===== src/rtl/cacheline_adapter.sv =====
// cacheline_adapter
// Bridges a cache that moves whole lines (dfp side) to a burst memory that
// moves BEAT_W-bit beats (bmem side). A line read becomes one read command
// followed by BEATS returned beats. A line write becomes BEATS write beats,
// each handshaken with bmem_ready. Every registered output is driven from
// the single FSM process below.
//
// Ports
//   clk          rising-edge clock for all state
//   rst_n        asynchronous active-low reset
//   dfp_addr     line address from the cache (bits [4:0] ignored)
//   dfp_read     line read request, held until dfp_resp
//   dfp_write    line write request, held until dfp_resp (wins over read)
//   dfp_wdata    line to write, stable while dfp_write is high
//   dfp_rdata    most recently completed read line
//   dfp_resp     one-cycle completion pulse
//   bmem_addr    burst address, line aligned
//   bmem_read    read burst command
//   bmem_write   write beat valid
//   bmem_wdata   write beat data
//   bmem_ready   memory accepts the command / beat this cycle
//   bmem_rdata   read beat data
//   bmem_rvalid  read beat valid
module cacheline_adapter #(
    parameter int LINE_W = 256,
    parameter int BEAT_W = 64
) (
    input  logic              clk,
    input  logic              rst_n,
    input  logic [31:0]       dfp_addr,
    input  logic              dfp_read,
    input  logic              dfp_write,
    input  logic [LINE_W-1:0] dfp_wdata,
    output logic [LINE_W-1:0] dfp_rdata,
    output logic              dfp_resp,
    output logic [31:0]       bmem_addr,
    output logic              bmem_read,
    output logic              bmem_write,
    output logic [BEAT_W-1:0] bmem_wdata,
    input  logic              bmem_ready,
    input  logic [BEAT_W-1:0] bmem_rdata,
    input  logic              bmem_rvalid
);

    localparam int BEATS = LINE_W / BEAT_W;
    localparam int CNT_W = (BEATS > 1) ? $clog2(BEATS) : 1;
    localparam logic [CNT_W-1:0] LAST_BEAT = CNT_W'(BEATS - 1);

    typedef enum logic [2:0] {
        IDLE,
        RD_CMD,
        RD_DATA,
        WR_DATA,
        RESP
    } state_t;

    state_t            state;
    logic [CNT_W-1:0]  beat_cnt;
    logic [CNT_W-1:0]  beat_next;
    logic              last_beat;
    logic [LINE_W-1:0] wr_line;
    logic [LINE_W-1:0] rd_buf;
    logic [LINE_W-1:0] rd_merged;

    // The counter wraps to zero on the final beat so that every state is
    // entered with the counter already at zero.
    assign last_beat = (beat_cnt == LAST_BEAT);
    assign beat_next = last_beat ? '0 : beat_cnt + 1'b1;

    // Read lines are assembled in a private buffer; dfp_rdata is only
    // replaced once the whole line is in, so the cache never sees a
    // half-updated line.
    always_comb begin
        rd_merged = rd_buf;
        rd_merged[int'(beat_cnt) * BEAT_W +: BEAT_W] = bmem_rdata;
    end

    always_ff @(posedge clk or negedge rst_n) begin
        if (!rst_n) begin
            state      <= IDLE;
            beat_cnt   <= '0;
            wr_line    <= '0;
            rd_buf     <= '0;
            dfp_rdata  <= '0;
            dfp_resp   <= 1'b0;
            bmem_addr  <= '0;
            bmem_read  <= 1'b0;
            bmem_write <= 1'b0;
            bmem_wdata <= '0;
        end else begin
            case (state)
                IDLE: begin
                    beat_cnt <= '0;
                    dfp_resp <= 1'b0;
                    // Write has priority when both requests are raised.
                    if (dfp_write) begin
                        bmem_addr  <= dfp_addr & ~32'h0000_001F;
                        wr_line    <= dfp_wdata;
                        bmem_wdata <= dfp_wdata[BEAT_W-1:0];
                        bmem_write <= 1'b1;
                        state      <= WR_DATA;
                    end else if (dfp_read) begin
                        bmem_addr <= dfp_addr & ~32'h0000_001F;
                        bmem_read <= 1'b1;
                        state     <= RD_CMD;
                    end
                end

                RD_CMD: begin
                    if (bmem_ready) begin
                        bmem_read <= 1'b0;
                        state     <= RD_DATA;
                    end
                end

                RD_DATA: begin
                    if (bmem_rvalid) begin
                        rd_buf   <= rd_merged;
                        beat_cnt <= beat_next;
                        if (last_beat) begin
                            dfp_rdata <= rd_merged;
                            dfp_resp  <= 1'b1;
                            state     <= RESP;
                        end
                    end
                end

                // A low bmem_ready leaves beat, data and counter untouched,
                // which is what makes a stall safe for the memory.
                WR_DATA: begin
                    if (bmem_ready) begin
                        beat_cnt <= beat_next;
                        if (last_beat) begin
                            bmem_write <= 1'b0;
                            dfp_resp   <= 1'b1;
                            state      <= RESP;
                        end else begin
                            bmem_wdata <= wr_line[int'(beat_next) * BEAT_W +: BEAT_W];
                        end
                    end
                end

                RESP: begin
                    dfp_resp <= 1'b0;
                    state    <= IDLE;
                end

                default: begin
                    state <= IDLE;
                end
            endcase
        end
    end

endmodule


===== config.mk =====
export PLATFORM = sky130hd
export DESIGN_NAME = cacheline_adapter
export DESIGN_NICKNAME = d
export VERILOG_FILES = /design/src/rtl/cacheline_adapter.sv
export SDC_FILE = /design/constraint.sdc
export NUM_CORES = 2
export LEC_CHECK = 0
export CORE_AREA = 10 10 317 319
export DETAILED_ROUTE_END_ITERATION = 7
export DIE_AREA = 0 0 327 329
export DONT_BUFFER_PORTS = 1
export PLACE_DENSITY = 0.63
export SYNTH_ARGS = -nofsm -noshare
export SYNTH_HDL_FRONTEND = slang
export SYNTH_SLANG_ARGS = --single-unit

===== constraint.sdc =====
create_clock -name clk -period 3.1 [get_ports clk]
set_input_delay 0.62 -clock clk [delete_from_list [all_inputs] [get_ports clk]]
set_output_delay 0.62 -clock clk [all_outputs]
set_load 0.005 [all_outputs]

==> flow_metrics.env <==
export IMPL_ys_seq_elements=867
export IMPL_final_core_density=0.440
export IMPL_power_per_cell_area_nw_per_um2=1080
export IMPL_cts_root_buffer="clkbuf_16"
export IMPL_max_clock_path_buffers=3
export IMPL_cts_buffers_inserted=95
export IMPL_postSynth_asyncResetShare=1.00
export IMPL_clkLatencyLatePin_ns=0.68
export IMPL_path_class="flip-flop to flip-flop"
export IMPL_timing_critical_path_arrival_ns=3.42
export IMPL_first_global_vias=24056
export IMPL_overflow=0
export IMPL_drive_gt1_frac=0.191
export IMPL_post_synth_top_area_fraction=0.580
export IMPL_total_leakage_power_nw=18.9
export IMPL_synthToLayoutAreaGrowth_pct=11.0
export IMPL_synthesis_instances=3084
export IMPL_critical_path_max_stage_delay_ns=0.67
export IMPL_synth_ff_type="dfrtp_1"
export IMPL_tritoncts_clock_tree="built"
export IMPL_drv_cap=0
export IMPL_clock_skew_ns=0.0350
export IMPL_crit_path_max_fanout=64
export IMPL_ir_worst_vdd_uv=628
export IMPL_drt_wl_total_um=114000
export IMPL_wl_per_cell_um=26.8
export IMPL_chipWidth_um=327
export IMPL_port_buffers=0
export IMPL_max_slew_margin=-1.06
export IMPL_cts_htree_levels=3
export IMPL_worstSetupStartpoint="beat_cnt[0]"
export IMPL_fin_nets=3288
export IMPL_detail_route_iter0_violations=1889
export IMPL_syn_cell_area_sq_um=37400
export IMPL_synth_warning_count=0
export IMPL_crit_path_start_kind="flip-flop"
export IMPL_hold_ws_ns=-0.363
export IMPL_post_synth_main_area_contributors="dfrtp_1 58%, mux2_4 9.4%, a22o_1 6.0%"
export IMPL_number_of_enable_flip_flop_cells_after_synthesis=0
export IMPL_pin_count_of_the_biggest_net_entering_global_routing=868
export IMPL_crit_slowest_cell="nand2_4"
export IMPL_final_period_utilization=0.931
export IMPL_setup_violations_final=0
export IMPL_gp_routability_congestion=0.780
export IMPL_timing_critical_path_cells="inv_1 > ha_4 > buf_4 > nand2_4 > a22o_1"
export IMPL_synth_commonest_cells="867 x dfrtp_1, 306 x nand2_1, 276 x o21ai_0"
export IMPL_hpwl_um=73900
export IMPL_yosys_cell_count_top_type="dfrtp_1"
export IMPL_postcts_resize_cnt=0
export IMPL_r2r_start="beat_cnt[0]"
export IMPL_cts_reportedPaths_clkPinSlew_ns=0.06
export IMPL_critical_path_endpoint_type="flip-flop"
export IMPL_fin_setup_tns_ns=0
export IMPL_postCtsSetupBuffers=0
export IMPL_global_route_wire_length_before_repair_um=169000
export IMPL_yosys_cell_types_count=46
export IMPL_failed_checks="hold timing, slew limit"
export IMPL_detail_route_vias_per_cell=5.56
export IMPL_outcome="finished with violations"
export IMPL_cts_sinks=867
export IMPL_antenna_found_initial=1
export IMPL_rows=113
export IMPL_groute_usage_overall=0.206
export IMPL_drt_antenna_violating_nets=0
export IMPL_drt_first_pass_iters=5
export IMPL_drc_violation_count_after_routing=0
export IMPL_die_area_sq_um=108000
export IMPL_synth_largest_area_cell="dfrtp_1"
export IMPL_worstMarginPinSlew_ns=3.09
export IMPL_timing_max_transition_violations_final=448
export IMPL_final_hold_viol_count=450
export IMPL_critPathRequiredTime_ns=3.64
export IMPL_max_freq_mhz=347
export IMPL_rsz0062_at_grt="false"
export IMPL_fp_dieH_um=329
export IMPL_synth_sequential_area_ratio=0.580
export IMPL_synth_area_per_cell_sq_um=12.1
export IMPL_min_delay_path_class="input pin to asynchronous set/reset pin"
export IMPL_layout_min_cycle_time_ns=2.88
export IMPL_design_core_area_sq_um=94300
export IMPL_floorplan_initialDensity=0.397
export IMPL_route_vias_total=23755
export IMPL_floorplan_io_pins=713
## kinds of logic after synthesis
logic type,count (synthesis),share of synthesized area
buf+inv,323,0.0409
other cells,1,0.000100
compound gates,919,0.160
simple gates,618,0.0786
fa+ha+maj,6,0.00201
mux,350,0.139
flops,867,0.580
## cell usage in the layout, fill, tap and decap left out, types with 5 or more instances in the layout
cell type	netlist	routed
a21oi_1	214	214
clkbuf_8	0	24
mux2_4	234	234
a211oi_1	14	14
inv_1	8	8
bufinv_16	0	8
a22oi_1	36	36
mux4_2	34	34
dfrtp_1	867	866
nand2_1	306	302
clkbuf_1	182	12
clkbuf_16	0	96
o21a_1	14	14
nor2_1	76	74
conb_1	1	5
o21ai_0	276	276
nor2b_1	208	207
buf_4	6	39
mux2i_1	17	17
buf_12	0	14
inv_6	0	5
a31oi_1	15	15
a22o_1	256	256
a32oi_1	25	25
nand3_1	6	6
o22ai_1	50	50
clkinv_2	0	20
mux2_2	63	63
o22a_1	14	14
## layer usage
| metal | vias up | track usage | routed length, um |
|---|---|---|---|
| li1 | 10602 | - | - |
| met1 | 12177 | 0.257 | 46200 |
| met2 | 836 | 0.320 | 52600 |
| met3 | 140 | 0.0948 | 13000 |
| met4 | 0 | 0.0573 | 2450 |
| met5 | - | 0 | 0 |
## final cells by class
cell class / instances / area [sq um]
Multi-Input combinational cell: 1898 / 14300
Clock inverter: 44 / 553
Fill cell: 8656 / 52800
Tap cell: 1265 / 1580
Antenna cell: 1 / 2.50
Sequential cell: 867 / 21700
Timing Repair Buffer: 53 / 573
Clock buffer: 132 / 2780
Inverter: 9 / 33.8
## state kept, by name (all words and copies together), names as in the netlist
name	count
dfp_rdata	256
rd_buf	256
wr_line	256
bmem_wdata	64
bmem_addr	27
state	3
beat_cnt	2
bmem_read	1
bmem_write	1
dfp_resp	1
## final timing paths
check                           slack (ns)              to  depth (start not counted)
worst max-delay path                  0.22     rd_buf[190]                          5
worst min-delay path                 -0.36  dfp_rdata[170]                          0
min in group clk                      0.07     rd_buf[102]                          1
worst min register to register        0.49     rd_buf[135]                          1
worst max register to register        0.22     rd_buf[190]                          5
max in group asynchronous             0.81     beat_cnt[0]                          0
## where the power goes
part | leakage, nW | switching [mW] | internal, mW
Combinational | 6.03 | 6.09 | 7.04
Clock | 1.65 | 4.95 | 6.99
Sequential | 11.3 | 3.83 | 16.1
## per-stage QoR
| step | setup slack, ns | std cells | cell area, sq um | hold slack [ns] | total power, mW |
|---|---|---|---|---|---|
| 6_report | 0.215 | 4269 | 41500 | -0.363 | 45.0 |
| 5_1_grt | 0.0415 | 4268 | 41500 | -0.398 | 47.6 |
| 4_1_cts | 0.114 | 4268 | 41500 | -0.406 | 45.4 |
| 3_5_place_dp | 0.129 | 4092 | 38200 | 0.351 | 33.2 |
| 3_3_place_gp | 0.224 | 4092 | 38200 | 0.352 | 32.8 |
| 2_1_floorplan | 0.818 | 3088 | 37400 | 0.324 | 29.0 |
## critical path, delay by kind of cell (launching register included)
family / cells / cell delay (ns)
flops: 1 / 0.55
fa+ha+maj: 1 / 0.19
simple gates: 1 / 0.67
compound gates: 1 / 0.39
buf+inv: 2 / 0.86
Power figures use the tool's default switching activity.
